--- src/rtl/cache_axi_pkg.sv ---
// Shared constants and types for the data-cache AXI bridge.
// Covers the AXI field encodings, the read/write FSM states and the request kind.
package cache_axi_pkg;

  localparam logic [1:0] AXI_BURST_INCR = 2'b01;
  localparam logic [2:0] AXI_SIZE_4B    = 3'b010;
  localparam logic [7:0] LINE_LEN       = 8'd3;
  localparam logic [7:0] SINGLE_LEN     = 8'd0;

  typedef enum logic [1:0] {
    R_IDLE,
    R_AR,
    R_DATA,
    R_RET
  } ReadState;

  typedef enum logic [2:0] {
    W_IDLE,
    W_AW,
    W_DATA,
    W_RESP,
    W_DONE
  } WriteState;

  typedef enum logic {
    LINE,
    UNCACHED
  } ReqType;

  // AXI beat count minus one for a request kind
  function automatic logic [7:0] burstLen(input ReqType kind);
    return (kind == LINE) ? LINE_LEN : SINGLE_LEN;
  endfunction

endpackage

--- src/rtl/dcache_axi_bridge_if.sv ---
// AXI4 master-side channel bundle (AR/R/AW/W/B) used between the bridge and the interconnect.
interface dcache_axi_bridge_if;

  logic [3:0]  arid;
  logic [31:0] araddr;
  logic [7:0]  arlen;
  logic [2:0]  arsize;
  logic [1:0]  arburst;
  logic        arvalid;
  logic        arready;

  logic [3:0]  rid;
  logic [31:0] rdata;
  logic [1:0]  rresp;
  logic        rlast;
  logic        rvalid;
  logic        rready;

  logic [3:0]  awid;
  logic [31:0] awaddr;
  logic [7:0]  awlen;
  logic [2:0]  awsize;
  logic [1:0]  awburst;
  logic        awvalid;
  logic        awready;

  logic [31:0] wdata;
  logic [3:0]  wstrb;
  logic        wlast;
  logic        wvalid;
  logic        wready;

  logic [3:0]  bid;
  logic [1:0]  bresp;
  logic        bvalid;
  logic        bready;

  modport master (
    output arid, araddr, arlen, arsize, arburst, arvalid,
    input  arready,
    input  rid, rdata, rresp, rlast, rvalid,
    output rready,
    output awid, awaddr, awlen, awsize, awburst, awvalid,
    input  awready,
    output wdata, wstrb, wlast, wvalid,
    input  wready,
    input  bid, bresp, bvalid,
    output bready
  );

  modport slave (
    input  arid, araddr, arlen, arsize, arburst, arvalid,
    output arready,
    output rid, rdata, rresp, rlast, rvalid,
    input  rready,
    input  awid, awaddr, awlen, awsize, awburst, awvalid,
    output awready,
    input  wdata, wstrb, wlast, wvalid,
    output wready,
    output bid, bresp, bvalid,
    input  bready
  );

endinterface

--- src/rtl/axi_line_buffer.sv ---
// Four-word line register: beat-indexed write and read plus a full 128-bit load and view.
// Word i occupies bits [32i+31:32i] of the line view.
module axi_line_buffer (
  input  logic         clk,
  input  logic         reset,
  input  logic         beatWrEn_i,
  input  logic [1:0]   beatWrIdx_i,
  input  logic [31:0]  beatWrData_i,
  input  logic         lineLoadEn_i,
  input  logic [127:0] lineLoadData_i,
  input  logic [1:0]   beatRdIdx_i,
  output logic [31:0]  beatRdData_o,
  output logic [127:0] line_o
);

  logic [31:0] word_q [4];
  logic [31:0] word_d [4];

  // A full-line load takes priority over a single-beat write
  always_comb begin
    word_d = word_q;
    if (lineLoadEn_i) begin
      for (int i = 0; i < 4; i++) begin
        word_d[i] = lineLoadData_i[32*i +: 32];
      end
    end else if (beatWrEn_i) begin
      word_d[beatWrIdx_i] = beatWrData_i;
    end
  end

  always_ff @(posedge clk) begin
    if (reset) begin
      for (int i = 0; i < 4; i++) begin
        word_q[i] <= '0;
      end
    end else begin
      word_q <= word_d;
    end
  end

  assign beatRdData_o = word_q[beatRdIdx_i];
  assign line_o       = {word_q[3], word_q[2], word_q[1], word_q[0]};

endmodule

--- src/rtl/dcache_axi_bridge.sv ---
// Turns DCache line refill/writeback and uncached load/store requests into single AXI
// transactions; independent read and write FSMs, each with one transaction in flight.
module dcache_axi_bridge
  import cache_axi_pkg::*;
#(
  parameter logic [3:0] AXI_ID = 4'd1
) (
  input  logic                 clk,
  input  logic                 reset,

  input  logic                 dcache_rd_req_i,
  input  logic [31:0]          dcache_rd_addr_i,
  output logic                 dcache_rd_rdy_o,
  output logic                 dcache_ret_valid_o,
  output logic [127:0]         dcache_ret_data_o,

  input  logic                 dcache_wr_req_i,
  input  logic [31:0]          dcache_wr_addr_i,
  input  logic [127:0]         dcache_wr_data_i,
  output logic                 dcache_wr_rdy_o,
  output logic                 dcache_wr_valid_o,

  input  logic                 udcache_rd_req_i,
  input  logic [31:0]          udcache_rd_addr_i,
  output logic                 udcache_rd_rdy_o,
  output logic                 udcache_ret_valid_o,
  output logic [31:0]          udcache_ret_data_o,

  input  logic                 udcache_wr_req_i,
  input  logic [31:0]          udcache_wr_addr_i,
  input  logic [31:0]          udcache_wr_data_i,
  input  logic [3:0]           udcache_wr_strb_i,
  output logic                 udcache_wr_rdy_o,
  output logic                 udcache_wr_valid_o,

  dcache_axi_bridge_if.master  axi
);

  ReadState     rdState_q, rdState_d;
  ReqType       rdType_q, rdType_d;
  logic [31:0]  rdAddr_q, rdAddr_d;
  logic [7:0]   rdLen_q, rdLen_d;
  logic [1:0]   rdCnt_q, rdCnt_d;
  logic         rdBeatWr;
  logic [127:0] rdLine;
  logic [31:0]  unusedRdBeat;

  WriteState    wrState_q, wrState_d;
  ReqType       wrType_q, wrType_d;
  logic [31:0]  wrAddr_q, wrAddr_d;
  logic [7:0]   wrLen_q, wrLen_d;
  logic [3:0]   wrStrb_q, wrStrb_d;
  logic [1:0]   wrCnt_q, wrCnt_d;
  logic         wrLoad;
  logic [127:0] wrLoadData;
  logic [31:0]  wrBeat;
  logic [127:0] unusedWrLine;

  // Response IDs and status codes carry nothing the cache acts on
  logic unusedAxiFields;
  assign unusedAxiFields = ^{axi.rid, axi.rresp, axi.bid, axi.bresp};

  always_ff @(posedge clk) begin
    if (reset) begin
      rdState_q <= R_IDLE;
      rdType_q  <= LINE;
      rdAddr_q  <= '0;
      rdLen_q   <= '0;
      rdCnt_q   <= '0;
    end else begin
      rdState_q <= rdState_d;
      rdType_q  <= rdType_d;
      rdAddr_q  <= rdAddr_d;
      rdLen_q   <= rdLen_d;
      rdCnt_q   <= rdCnt_d;
    end
  end

  always_comb begin
    rdState_d           = rdState_q;
    rdType_d            = rdType_q;
    rdAddr_d            = rdAddr_q;
    rdLen_d             = rdLen_q;
    rdCnt_d             = rdCnt_q;
    rdBeatWr            = 1'b0;
    dcache_rd_rdy_o     = 1'b0;
    udcache_rd_rdy_o    = 1'b0;
    dcache_ret_valid_o  = 1'b0;
    udcache_ret_valid_o = 1'b0;
    axi.arvalid         = 1'b0;
    axi.rready          = 1'b0;
    case (rdState_q)
      R_IDLE: begin
        if (dcache_rd_req_i) begin
          dcache_rd_rdy_o = 1'b1;
          rdType_d        = LINE;
          rdAddr_d        = dcache_rd_addr_i;
          rdLen_d         = burstLen(LINE);
          rdCnt_d         = '0;
          rdState_d       = R_AR;
        end else if (udcache_rd_req_i) begin
          udcache_rd_rdy_o = 1'b1;
          rdType_d         = UNCACHED;
          rdAddr_d         = udcache_rd_addr_i;
          rdLen_d          = burstLen(UNCACHED);
          rdCnt_d          = '0;
          rdState_d        = R_AR;
        end
      end
      R_AR: begin
        axi.arvalid = 1'b1;
        if (axi.arready) begin
          rdState_d = R_DATA;
        end
      end
      R_DATA: begin
        axi.rready = 1'b1;
        if (axi.rvalid) begin
          rdBeatWr = 1'b1;
          rdCnt_d  = rdCnt_q + 2'd1;
          if (axi.rlast) begin
            rdState_d = R_RET;
          end
        end
      end
      R_RET: begin
        dcache_ret_valid_o  = (rdType_q == LINE);
        udcache_ret_valid_o = (rdType_q == UNCACHED);
        rdState_d           = R_IDLE;
      end
      default: rdState_d = R_IDLE;
    endcase
  end

  axi_line_buffer rdBuf (
    .clk            (clk),
    .reset          (reset),
    .beatWrEn_i     (rdBeatWr),
    .beatWrIdx_i    (rdCnt_q),
    .beatWrData_i   (axi.rdata),
    .lineLoadEn_i   (1'b0),
    .lineLoadData_i ('0),
    .beatRdIdx_i    (2'd0),
    .beatRdData_o   (unusedRdBeat),
    .line_o         (rdLine)
  );

  assign axi.arid           = AXI_ID;
  assign axi.araddr         = rdAddr_q;
  assign axi.arlen          = rdLen_q;
  assign axi.arsize         = AXI_SIZE_4B;
  assign axi.arburst        = AXI_BURST_INCR;
  assign dcache_ret_data_o  = rdLine;
  assign udcache_ret_data_o = rdLine[31:0];

  always_ff @(posedge clk) begin
    if (reset) begin
      wrState_q <= W_IDLE;
      wrType_q  <= LINE;
      wrAddr_q  <= '0;
      wrLen_q   <= '0;
      wrStrb_q  <= '0;
      wrCnt_q   <= '0;
    end else begin
      wrState_q <= wrState_d;
      wrType_q  <= wrType_d;
      wrAddr_q  <= wrAddr_d;
      wrLen_q   <= wrLen_d;
      wrStrb_q  <= wrStrb_d;
      wrCnt_q   <= wrCnt_d;
    end
  end

  // Uncached stores travel through word 0 of the same buffer as line writebacks
  always_comb begin
    wrState_d          = wrState_q;
    wrType_d           = wrType_q;
    wrAddr_d           = wrAddr_q;
    wrLen_d            = wrLen_q;
    wrStrb_d           = wrStrb_q;
    wrCnt_d            = wrCnt_q;
    wrLoad             = 1'b0;
    wrLoadData         = '0;
    dcache_wr_rdy_o    = 1'b0;
    udcache_wr_rdy_o   = 1'b0;
    dcache_wr_valid_o  = 1'b0;
    udcache_wr_valid_o = 1'b0;
    axi.awvalid        = 1'b0;
    axi.wvalid         = 1'b0;
    axi.wlast          = 1'b0;
    axi.bready         = 1'b0;
    case (wrState_q)
      W_IDLE: begin
        if (dcache_wr_req_i) begin
          dcache_wr_rdy_o = 1'b1;
          wrType_d        = LINE;
          wrAddr_d        = dcache_wr_addr_i;
          wrLen_d         = burstLen(LINE);
          wrStrb_d        = 4'hF;
          wrCnt_d         = '0;
          wrLoad          = 1'b1;
          wrLoadData      = dcache_wr_data_i;
          wrState_d       = W_AW;
        end else if (udcache_wr_req_i) begin
          udcache_wr_rdy_o = 1'b1;
          wrType_d         = UNCACHED;
          wrAddr_d         = udcache_wr_addr_i;
          wrLen_d          = burstLen(UNCACHED);
          wrStrb_d         = udcache_wr_strb_i;
          wrCnt_d          = '0;
          wrLoad           = 1'b1;
          wrLoadData       = {96'd0, udcache_wr_data_i};
          wrState_d        = W_AW;
        end
      end
      W_AW: begin
        axi.awvalid = 1'b1;
        if (axi.awready) begin
          wrState_d = W_DATA;
        end
      end
      W_DATA: begin
        axi.wvalid = 1'b1;
        axi.wlast  = ({6'd0, wrCnt_q} == wrLen_q);
        if (axi.wready) begin
          wrCnt_d = wrCnt_q + 2'd1;
          if ({6'd0, wrCnt_q} == wrLen_q) begin
            wrState_d = W_RESP;
          end
        end
      end
      W_RESP: begin
        axi.bready = 1'b1;
        if (axi.bvalid) begin
          wrState_d = W_DONE;
        end
      end
      W_DONE: begin
        dcache_wr_valid_o  = (wrType_q == LINE);
        udcache_wr_valid_o = (wrType_q == UNCACHED);
        wrState_d          = W_IDLE;
      end
      default: wrState_d = W_IDLE;
    endcase
  end

  axi_line_buffer wrBuf (
    .clk            (clk),
    .reset          (reset),
    .beatWrEn_i     (1'b0),
    .beatWrIdx_i    (2'd0),
    .beatWrData_i   ('0),
    .lineLoadEn_i   (wrLoad),
    .lineLoadData_i (wrLoadData),
    .beatRdIdx_i    (wrCnt_q),
    .beatRdData_o   (wrBeat),
    .line_o         (unusedWrLine)
  );

  assign axi.awid    = AXI_ID;
  assign axi.awaddr  = wrAddr_q;
  assign axi.awlen   = wrLen_q;
  assign axi.awsize  = AXI_SIZE_4B;
  assign axi.awburst = AXI_BURST_INCR;
  assign axi.wdata   = wrBeat;
  assign axi.wstrb   = wrStrb_q;

endmodule

--- src/flat_wrapper.sv ---
// flat-port wrapper written by rule: the top's interface ports become plain ports
module dcache_axi_bridge_flat import cache_axi_pkg::*;
#(
  parameter logic [3:0] AXI_ID = 4'd1
)
  (clk, reset, dcache_rd_req_i, dcache_rd_addr_i, dcache_rd_rdy_o, dcache_ret_valid_o, dcache_ret_data_o, dcache_wr_req_i, dcache_wr_addr_i, dcache_wr_data_i, dcache_wr_rdy_o, dcache_wr_valid_o, udcache_rd_req_i, udcache_rd_addr_i, udcache_rd_rdy_o, udcache_ret_valid_o, udcache_ret_data_o, udcache_wr_req_i, udcache_wr_addr_i, udcache_wr_data_i, udcache_wr_strb_i, udcache_wr_rdy_o, udcache_wr_valid_o, axi_arid, axi_araddr, axi_arlen, axi_arsize, axi_arburst, axi_arvalid, axi_arready, axi_rid, axi_rdata, axi_rresp, axi_rlast, axi_rvalid, axi_rready, axi_awid, axi_awaddr, axi_awlen, axi_awsize, axi_awburst, axi_awvalid, axi_awready, axi_wdata, axi_wstrb, axi_wlast, axi_wvalid, axi_wready, axi_bid, axi_bresp, axi_bvalid, axi_bready);
  dcache_axi_bridge_if axi_i ();
  input  logic clk;
  input  logic reset;
  input  logic dcache_rd_req_i;
  input  logic [31:0] dcache_rd_addr_i;
  output logic dcache_rd_rdy_o;
  output logic dcache_ret_valid_o;
  output logic [127:0] dcache_ret_data_o;
  input  logic dcache_wr_req_i;
  input  logic [31:0] dcache_wr_addr_i;
  input  logic [127:0] dcache_wr_data_i;
  output logic dcache_wr_rdy_o;
  output logic dcache_wr_valid_o;
  input  logic udcache_rd_req_i;
  input  logic [31:0] udcache_rd_addr_i;
  output logic udcache_rd_rdy_o;
  output logic udcache_ret_valid_o;
  output logic [31:0] udcache_ret_data_o;
  input  logic udcache_wr_req_i;
  input  logic [31:0] udcache_wr_addr_i;
  input  logic [31:0] udcache_wr_data_i;
  input  logic [3:0] udcache_wr_strb_i;
  output logic udcache_wr_rdy_o;
  output logic udcache_wr_valid_o;
  output wire logic [$bits(axi_i.arid)-1:0] axi_arid;
  output wire logic [$bits(axi_i.araddr)-1:0] axi_araddr;
  output wire logic [$bits(axi_i.arlen)-1:0] axi_arlen;
  output wire logic [$bits(axi_i.arsize)-1:0] axi_arsize;
  output wire logic [$bits(axi_i.arburst)-1:0] axi_arburst;
  output wire logic [$bits(axi_i.arvalid)-1:0] axi_arvalid;
  input wire logic [$bits(axi_i.arready)-1:0] axi_arready;
  input wire logic [$bits(axi_i.rid)-1:0] axi_rid;
  input wire logic [$bits(axi_i.rdata)-1:0] axi_rdata;
  input wire logic [$bits(axi_i.rresp)-1:0] axi_rresp;
  input wire logic [$bits(axi_i.rlast)-1:0] axi_rlast;
  input wire logic [$bits(axi_i.rvalid)-1:0] axi_rvalid;
  output wire logic [$bits(axi_i.rready)-1:0] axi_rready;
  output wire logic [$bits(axi_i.awid)-1:0] axi_awid;
  output wire logic [$bits(axi_i.awaddr)-1:0] axi_awaddr;
  output wire logic [$bits(axi_i.awlen)-1:0] axi_awlen;
  output wire logic [$bits(axi_i.awsize)-1:0] axi_awsize;
  output wire logic [$bits(axi_i.awburst)-1:0] axi_awburst;
  output wire logic [$bits(axi_i.awvalid)-1:0] axi_awvalid;
  input wire logic [$bits(axi_i.awready)-1:0] axi_awready;
  output wire logic [$bits(axi_i.wdata)-1:0] axi_wdata;
  output wire logic [$bits(axi_i.wstrb)-1:0] axi_wstrb;
  output wire logic [$bits(axi_i.wlast)-1:0] axi_wlast;
  output wire logic [$bits(axi_i.wvalid)-1:0] axi_wvalid;
  input wire logic [$bits(axi_i.wready)-1:0] axi_wready;
  input wire logic [$bits(axi_i.bid)-1:0] axi_bid;
  input wire logic [$bits(axi_i.bresp)-1:0] axi_bresp;
  input wire logic [$bits(axi_i.bvalid)-1:0] axi_bvalid;
  output wire logic [$bits(axi_i.bready)-1:0] axi_bready;
  assign axi_arid = axi_i.arid;
  assign axi_araddr = axi_i.araddr;
  assign axi_arlen = axi_i.arlen;
  assign axi_arsize = axi_i.arsize;
  assign axi_arburst = axi_i.arburst;
  assign axi_arvalid = axi_i.arvalid;
  assign axi_i.arready = axi_arready;
  assign axi_i.rid = axi_rid;
  assign axi_i.rdata = axi_rdata;
  assign axi_i.rresp = axi_rresp;
  assign axi_i.rlast = axi_rlast;
  assign axi_i.rvalid = axi_rvalid;
  assign axi_rready = axi_i.rready;
  assign axi_awid = axi_i.awid;
  assign axi_awaddr = axi_i.awaddr;
  assign axi_awlen = axi_i.awlen;
  assign axi_awsize = axi_i.awsize;
  assign axi_awburst = axi_i.awburst;
  assign axi_awvalid = axi_i.awvalid;
  assign axi_i.awready = axi_awready;
  assign axi_wdata = axi_i.wdata;
  assign axi_wstrb = axi_i.wstrb;
  assign axi_wlast = axi_i.wlast;
  assign axi_wvalid = axi_i.wvalid;
  assign axi_i.wready = axi_wready;
  assign axi_i.bid = axi_bid;
  assign axi_i.bresp = axi_bresp;
  assign axi_i.bvalid = axi_bvalid;
  assign axi_bready = axi_i.bready;
  dcache_axi_bridge #(.AXI_ID(AXI_ID)) u_core (.clk(clk), .reset(reset), .dcache_rd_req_i(dcache_rd_req_i), .dcache_rd_addr_i(dcache_rd_addr_i), .dcache_rd_rdy_o(dcache_rd_rdy_o), .dcache_ret_valid_o(dcache_ret_valid_o), .dcache_ret_data_o(dcache_ret_data_o), .dcache_wr_req_i(dcache_wr_req_i), .dcache_wr_addr_i(dcache_wr_addr_i), .dcache_wr_data_i(dcache_wr_data_i), .dcache_wr_rdy_o(dcache_wr_rdy_o), .dcache_wr_valid_o(dcache_wr_valid_o), .udcache_rd_req_i(udcache_rd_req_i), .udcache_rd_addr_i(udcache_rd_addr_i), .udcache_rd_rdy_o(udcache_rd_rdy_o), .udcache_ret_valid_o(udcache_ret_valid_o), .udcache_ret_data_o(udcache_ret_data_o), .udcache_wr_req_i(udcache_wr_req_i), .udcache_wr_addr_i(udcache_wr_addr_i), .udcache_wr_data_i(udcache_wr_data_i), .udcache_wr_strb_i(udcache_wr_strb_i), .udcache_wr_rdy_o(udcache_wr_rdy_o), .udcache_wr_valid_o(udcache_wr_valid_o), .axi(axi_i));
endmodule
--- config.mk ---
export PLATFORM = sky130hd
export DESIGN_NAME = dcache_axi_bridge_flat
export DESIGN_NICKNAME = d
export VERILOG_FILES = /design/src/rtl/cache_axi_pkg.sv /design/src/rtl/dcache_axi_bridge_if.sv /design/src/rtl/axi_line_buffer.sv /design/src/rtl/dcache_axi_bridge.sv /design/src/flat_wrapper.sv
export SDC_FILE = /design/constraint.sdc
export NUM_CORES = 1
export LEC_CHECK = 0
export ABC_AREA = 1
export ABC_CLOCK_PERIOD_IN_PS = 2000
export BUFFER_PORTS_ARGS = -buffer_cell sky130_fd_sc_hd__buf_2
export CAP_MARGIN = 15
export CORE_AREA = 2 2 258 260
export DETAILED_ROUTE_END_ITERATION = 6
export DIE_AREA = 0 0 260 262
export MAX_ROUTING_LAYER = met4
export SLEW_MARGIN = 40
export SYNTH_ARGS = -nofsm -noshare
export SYNTH_HDL_FRONTEND = slang
export SYNTH_SLANG_ARGS = --single-unit
--- constraint.sdc ---
create_clock -name clk -period 2 [get_ports clk]
set_input_delay 0.3 -clock clk [delete_from_list [all_inputs] [get_ports clk]]
set_output_delay 0.3 -clock clk [all_outputs]
set_load 0.01 [all_outputs]
==> metrics.md, run 1 <==
| Metric | Value |
|---|---|
| PortBufs | approximately 600 |
| Die width | 260 µm |
| H-Tree Depth | 2 |
| Max-Cap Viols | 0 |
| CP Max Fanout | 17 |
| Worst reg2reg path endpoint | u_core.axi.araddr[17] |
| Final Hold Vio Count | 0 |
| Cell area after synthesis | between 10000 and 15000 µm² |
| CP Launch Type | flop |
| Post-layout net count | approximately 3000 |
| Worst skew pair latency | roughly 0.56 ns |
| Worst setup margin | -0.0359 ns |
| Slew Limit Fails | 0 |
| Critical Path Start | u_core.wrCnt_q[1] |
| Pint | ~16 mW |
| Initial antenna violation count | 16 |
| Leakage | between 9 and 10 nW |
| Root Buffer Master | clkbuf_16 |
| DRC viols | 0 |
| Syn-to-layout area delta | 53.7% |
| First-pass GRT wire length | between 80000 and 90000 µm |
| Combinational group share of total power | a little over a third |
| Final core utilization | about a third |
| Post-synthesis sequential area ratio | roughly 48% |
| RePlAce Congestion | 0.838 |
| Share of layout cells above drive strength 1 | 30.1% |
| Flop pwr share | a little over a third |
| Final Critical Period | 2.04 ns |
| Cells on worst reg2reg path | 9 |
| Slack of the worst reg-to-reg path | between 0.1 and 0.15 ns |
| Gr usage total | between 10% and 20% |
| Tightest Hold Check Type | primary input to flop |
| Full die area | 68100 µm² |
| Initial core utilization | a little over a fifth |
| Vias in the first global route | roughly 15000 |
| Netlist cell types | 26 |
| Worst clock skew | 0.0364 ns |
| WP data arrival | around 1.7 ns |
| Vias/cell | around 4.6 |
| Iteration count of the initial detailed-routing pass | 5 |
| RR Startpoint | u_core.rdState_q[1] |
| CP required | around 1.7 ns |
| Largest net degree at the start of global routing | 72 |
| DR iter-0 viols | ~1200 |
| GRT Residual Overflow | 0 |
| Synth Area per Inst | roughly 7.4 µm² |
| Register bit count reported by yosys | between 300 and 400 |
| Maximum buffer depth of the clock tree | 3 |
| Max Fclk | slightly below 0.5 GHz |
| Worst Setup End Kind | output pin |
| Die Y | roughly 260 µm |
| Fin Setup TNS | -0.0469 ns |
| Crit path kind | flop to output pin |
| Detail Route Antenna Nets | 0 |
| Status | finished with violations |
| DP Wirelength | approximately 40000 µm |
| Final Cycle Share | 102% |
| Syn Inst Count | about 1900 |
| Total CTS buffers | 40 |
| Core box area | around 65000 µm² |
| Final setup fails | 2 |
| Fillers | approximately 6800 |
| Ports | ~660 |
| Yosys warnings | 0 |
| CP endpoint | axi_wdata[28] |
| PD cells | around 1100 nW/µm² |
| Clk pin slew, worst setup/hold paths | around 0.060 ns |
| Final WL | between 60000 and 70000 µm |
| Unrepaired setup endpoints after global routing | true |
| TritonCTS sink count | roughly 340 |
| Dominant cell type by area after synthesis | dfxtp_1 |
| Worst VDD drop | ~0.54 mV |
| Total net switching power | around 9 mW |
| Synth top area share | a little under half |
| Violated checks | negative setup slack |
| Placement Rows | 94 |
| CTS tree | built |
| Ranking of synthesized cells by area | dfxtp_1 48%, nand2_1 15%, a21oi_1 8.5%, nand3_1 5.9%, buf_4 4.5% |
| Clk network pwr share | 29.2% |
| Via count | between 15000 and 20000 |
| Sw Ratio | a little over a third |
| Drt wl/cell | between 15 and 20 µm |
state kept, by name, summed over array words and instances, names as in the netlist, 2 cells and up:
name	cells
u_core.axi.wstrb	4
u_core.axi.awaddr	32
u_core.wrCnt_q	2
u_core.rdBuf.line_o	128
u_core.axi.araddr	32
u_core.wrState_q	3
u_core.rdCnt_q	2
u_core.rdState_q	2
u_core.wrBuf.line_o	128
layer usage:
metal / part of all wire (%) / vias to the layer above / GRT usage [%]
met4: 3.9 / 0 / 7.66
met2: 46 / 759 / 26.7
met1: 42 / 7533 / 21.0
met3: 8.1 / 143 / 3.74
li1: - / 7768 / -
met5: 0 / - / -
kinds of logic (layout without fill, tap and decap cells):
family,count (synthesis),count (layout),share of synthesized area [%]
fa+ha+maj,9,9,0.799
flops,337,337,47.9
buf+inv,249,979,9.28
other cells,2,44,0.0533
compound gates,477,477,18.2
simple gates,823,823,23.8
critical path, cell delays in order, from the launching register on:
cell	delay [ns]
dfxtp_4	0.45
buf_12	0.19
o21ai_0	0.10
o22ai_1	0.26
buf_2	0.19
cell type report:
| class | instances | area, µm² | share of cell area (%) |
|---|---|---|---|
| Clock buffer | 57 | 1160 | 5.38 |
| Timing Repair Buffer | 884 | 6140 | 28.4 |
| Antenna cell | 14 | 35.0 | 0.162 |
| Inverter | 29 | 134 | 0.618 |
| Sequential cell | 337 | 6760 | 31.2 |
| Tap cell | 864 | 1080 | 4.99 |
| Clock inverter | 9 | 116 | 0.537 |
| Multi-Input combinational cell | 1339 | 6220 | 28.7 |
metrics by stage:
stage / cells / setup WS, ns / cell area (µm²) / total power [mW] / hold slack, ns
after floorplan: 1925 / 0.462 / 14200 / 13.1 / 0.435
after global placement: 3245 / 0.306 / 17900 / 16.2 / 0.445
after detailed placement: 3245 / 0.258 / 17900 / 16.3 / 0.448
after CTS: 3503 / -0.0662 / 21300 / 24.3 / 0.0000689
after global routing: 3533 / -0.0768 / 21700 / 26.1 / 0.0127
final: 3533 / -0.0359 / 21700 / 24.8 / 0.0355
cells in the mapped netlist, drive strengths merged:
cell type	count
a211oi	3
a21oi	240
a22oi	7
a31oi	88
buf	129
clkbuf	91
clkinv	1
conb	2
dfxtp	337
ha	9
inv	28
nand2	560
nand3	165
nor2	95
nor3	3
o211ai	1
o21ai	106
o22ai	32
how the worst min path moves through the flow:
stage	end	slack [ns]	from	cells past startpoint
finish	u_core.wrBuf.line_o[5]	0.04	udcache_wr_data_i[5]	3
global route	u_core.axi.araddr[8]	0.01	udcache_rd_addr_i[8]	3
CTS	u_core.axi.araddr[0]	0.00007	udcache_rd_addr_i[0]	3
detailed placement	u_core.wrBuf.line_o[47]	0.45	u_core.wrBuf.line_o[47]	2
global placement	u_core.rdBuf.line_o[60]	0.45	u_core.rdBuf.line_o[60]	2
floorplan	u_core.axi.wstrb[0]	0.43	udcache_wr_strb_i[0]	2
repair_timing:
item | 4_1_cts | 5_1_grt
hold buffers | 182 | 0
hold endpoints to repair | 157 | 0
cloned | 6 | 7
setup buffers | 4 | 9
setup endpoints to repair | 27 | 49
gates resized for setup | 26 | 60
pin swaps | 2 | 12
cell usage in the layout (no fill, tap or decap), types with 3 or more instances in the layout:
cell type	count
nand3_1	164
buf_4	47
dfxtp_1	333
o21ai_2	4
o21ai_0	70
clkinv_2	5
o21ai_1	32
nor3_1	3
nor2_2	4
dlygate4sd3_1	182
inv_4	3
buf_2	610
buf_8	3
buf_6	7
a211oi_1	3
inv_2	4
a31oi_1	88
buf_16	5
clkbuf_1	7
clkbuf_16	46
inv_1	18
ha_1	8
o22ai_1	29
diode_2	14
o22ai_2	3
conb_1	30
nor2_4	5
nor2_1	85
buf_12	22
a22oi_1	7
clkbuf_8	10
nand2_1	557
a21oi_1	240
power groups by stage:
| stage | Clock [mW] | Sequential [mW] | Combinational [mW] |
|---|---|---|---|
| floorplan | 0 | 8.72 | 4.39 |
| global placement | 0 | 8.67 | 7.56 |
| detailed placement | 0 | 8.67 | 7.59 |
| CTS | 7.43 | 8.56 | 8.33 |
| global route | 7.68 | 8.73 | 9.73 |
| finish | 7.25 | 8.61 | 8.96 |
No activity file was read; power rests on OpenSTA's default activity.
==> run 2: changes to the inputs <==
--- a/config.mk
+++ b/config.mk
@@ -13,6 +13,7 @@
 export DETAILED_ROUTE_END_ITERATION = 6
 export DIE_AREA = 0 0 260 262
 export MAX_ROUTING_LAYER = met4
+export RECOVER_POWER = 25
 export SLEW_MARGIN = 40
 export SYNTH_ARGS = -nofsm -noshare
 export SYNTH_HDL_FRONTEND = slang
==> metrics.md, run 2 (synthesized netlist as in run 1, its figures left out) <==
| Metric | Value |
|---|---|
| Max-Cap Viols | 0 |
| Final WL | about 62000 µm |
| Worst path bufs/invs | 2 |
| CP Max Fanout | 17 |
| Final Cycle Share | 103% |
| Placement Rows | between 90 and 100 |
| PD cells | around 1200 nW/µm² |
| Final Hold Vio Count | 0 |
| Crit-path max cell delay | between 0.4 and 0.5 ns |
| Root Buffer Master | clkbuf_16 |
| Ports | 656 |
| H-Tree Depth | 2 |
| Largest net degree at the start of global routing | slightly above 70 |
| Slew Limit Fails | 0 |
| Worst path top cell family by delay | flip-flops |
| Maximum buffer depth of the clock tree | 3 |
| Syn-to-layout area delta | 52.4% |
| Worst skew pair latency | 0.56 ns |
| CP required | ~1.7 ns |
| Status | finished with violations |
| Iteration count of the initial detailed-routing pass | 5 |
| Worst setup margin | -0.0693 ns |
| DRC viols | 0 |
| Total CTS buffers | 40 |
| Core box area | 65300 µm² |
| Vias in the first global route | ~15000 |
| First-pass GRT wire length | slightly below 90000 µm |
| Worst VDD drop | 0.535 mV |
| Most frequent cells in the layout | 557 x nand2_1, 469 x buf_2, 334 x dfxtp_1, 240 x a21oi_1, 182 x dlygate4sd3_1 |
| Share of layout cells above drive strength 1 | approximately 25% |
| Final core utilization | approximately 33% |
| Vias/cell | ~4.6 |
| Die width | about 260 µm |
| Hold Slack | 0.0350 ns |
| Worst clock skew | ~0.036 ns |
| Drt wl/cell | 17.4 µm |
| Die Y | approximately 260 µm |
| Initial core utilization | approximately 22% |
| Most common cell after layout, fill and taps aside | nand2_1 |
| Max Fclk | around 0.48 GHz |
| GRT Residual Overflow | 0 |
| Worst Setup End Kind | output pin |
| Fin Setup TNS | -0.0779 ns |
| CP Launch Type | flop |
| Gr usage total | around 17% |
| Initial antenna violation count | 16 |
| Pwr Total | between 20 and 25 mW |
| Crit path max-delay cell type | dfxtp_4 |
| PortBufs | 613 |
| Crit path kind | flop to output pin |
| Clk pin slew, worst setup/hold paths | about 0.06 ns |
| RePlAce Congestion | between 0.8 and 0.9 |
| TritonCTS sink count | between 300 and 400 |
| Dpl ws | around 0.26 ns |
| Final Critical Period | ~2.1 ns |
| DR iter-0 viols | 1240 |
| Tightest Hold Check Type | primary input to flop |
| Final setup fails | 3 |
| Violated checks | negative setup slack |
| Leakage | 8.84 nW |
| Full die area | roughly 70000 µm² |
| Post-layout net count | ~3000 |
| Unrepaired setup endpoints after global routing | true |
| Critical path, cell by cell | buf_12 -> o21ai_0 -> o22ai_1 -> buf_2 |
| Via count | ~16000 |
| Detail Route Antenna Nets | 0 |
| DP Wirelength | around 41000 µm |
| WP data arrival | ~1.8 ns |
| CTS tree | built |
## run 2: cell types whose count changed in the layout (fill, tap and decap cells not counted), sizes merged
cell,change
buf,-141
clkbuf,+141
## run 2: stage by stage
step / area, µm² / instances
6_report: 21500 / 3533
3_3_place_gp: 17900 / 3245
3_5_place_dp: 17900 / 3245
5_1_grt: 21500 / 3533
2_1_floorplan: 14200 / 1925
4_1_cts: 21300 / 3503
## run 2: tightest hold or removal path: cells and delay by family
kind	cells	cell delay [ns]
compound gates	1	0.08
buf+inv	1	0.10
simple gates	1	0.08
## run 2: worst paths after layout
| kind | end | depth (start not counted) | slack, ns | startpoint |
|---|---|---|---|---|
| worst max-delay path | axi_wdata[28] | 4 | -0.07 | u_core.wrCnt_q[1] |
| worst min-delay path | u_core.wrBuf.line_o[5] | 3 | 0.04 | udcache_wr_data_i[5] |
| worst max register to register | u_core.axi.araddr[17] | 9 | 0.08 | u_core.rdState_q[1] |
| worst min register to register | u_core.wrBuf.line_o[41] | 2 | 0.46 | u_core.wrBuf.line_o[41] |
## run 2: repair_timing
| action | in CTS | in global routing |
|---|---|---|
| pin swaps | 2 | 12 |
| cloned | 6 | 7 |
| hold buffers | 182 | 0 |
| setup buffers | 4 | 9 |
| gates resized for setup | 26 | 60 |
| setup endpoints to repair | 27 | 49 |
| hold endpoints to repair | 157 | 0 |
## run 2: area by class of cell
cell class,count,area (µm²)
Sequential cell,337,6760
Clock buffer,57,1160
Antenna cell,14,35.0
Multi-Input combinational cell,1339,6220
Inverter,29,134
Fill cell,6926,43800
Clock inverter,9,116
Tap cell,864,1080
Timing Repair Buffer,884,5970
## run 2: layer usage
metal  track usage [%]  wire length, µm  vias up
met3              3.74             4890      138
met1              21.0            26000     7564
met5                 -                0        -
met4              7.66             2440        0
li1                  -                -     7772
met2              26.7            28300      746
## run 2: report_power, final
part	internal, mW	switching (mW)	total [mW]	leakage (nW)
registers	7.88	0.729	8.61	2.75
clock network	4.29	2.96	7.26	0.629
logic	3.49	5.38	8.87	5.46
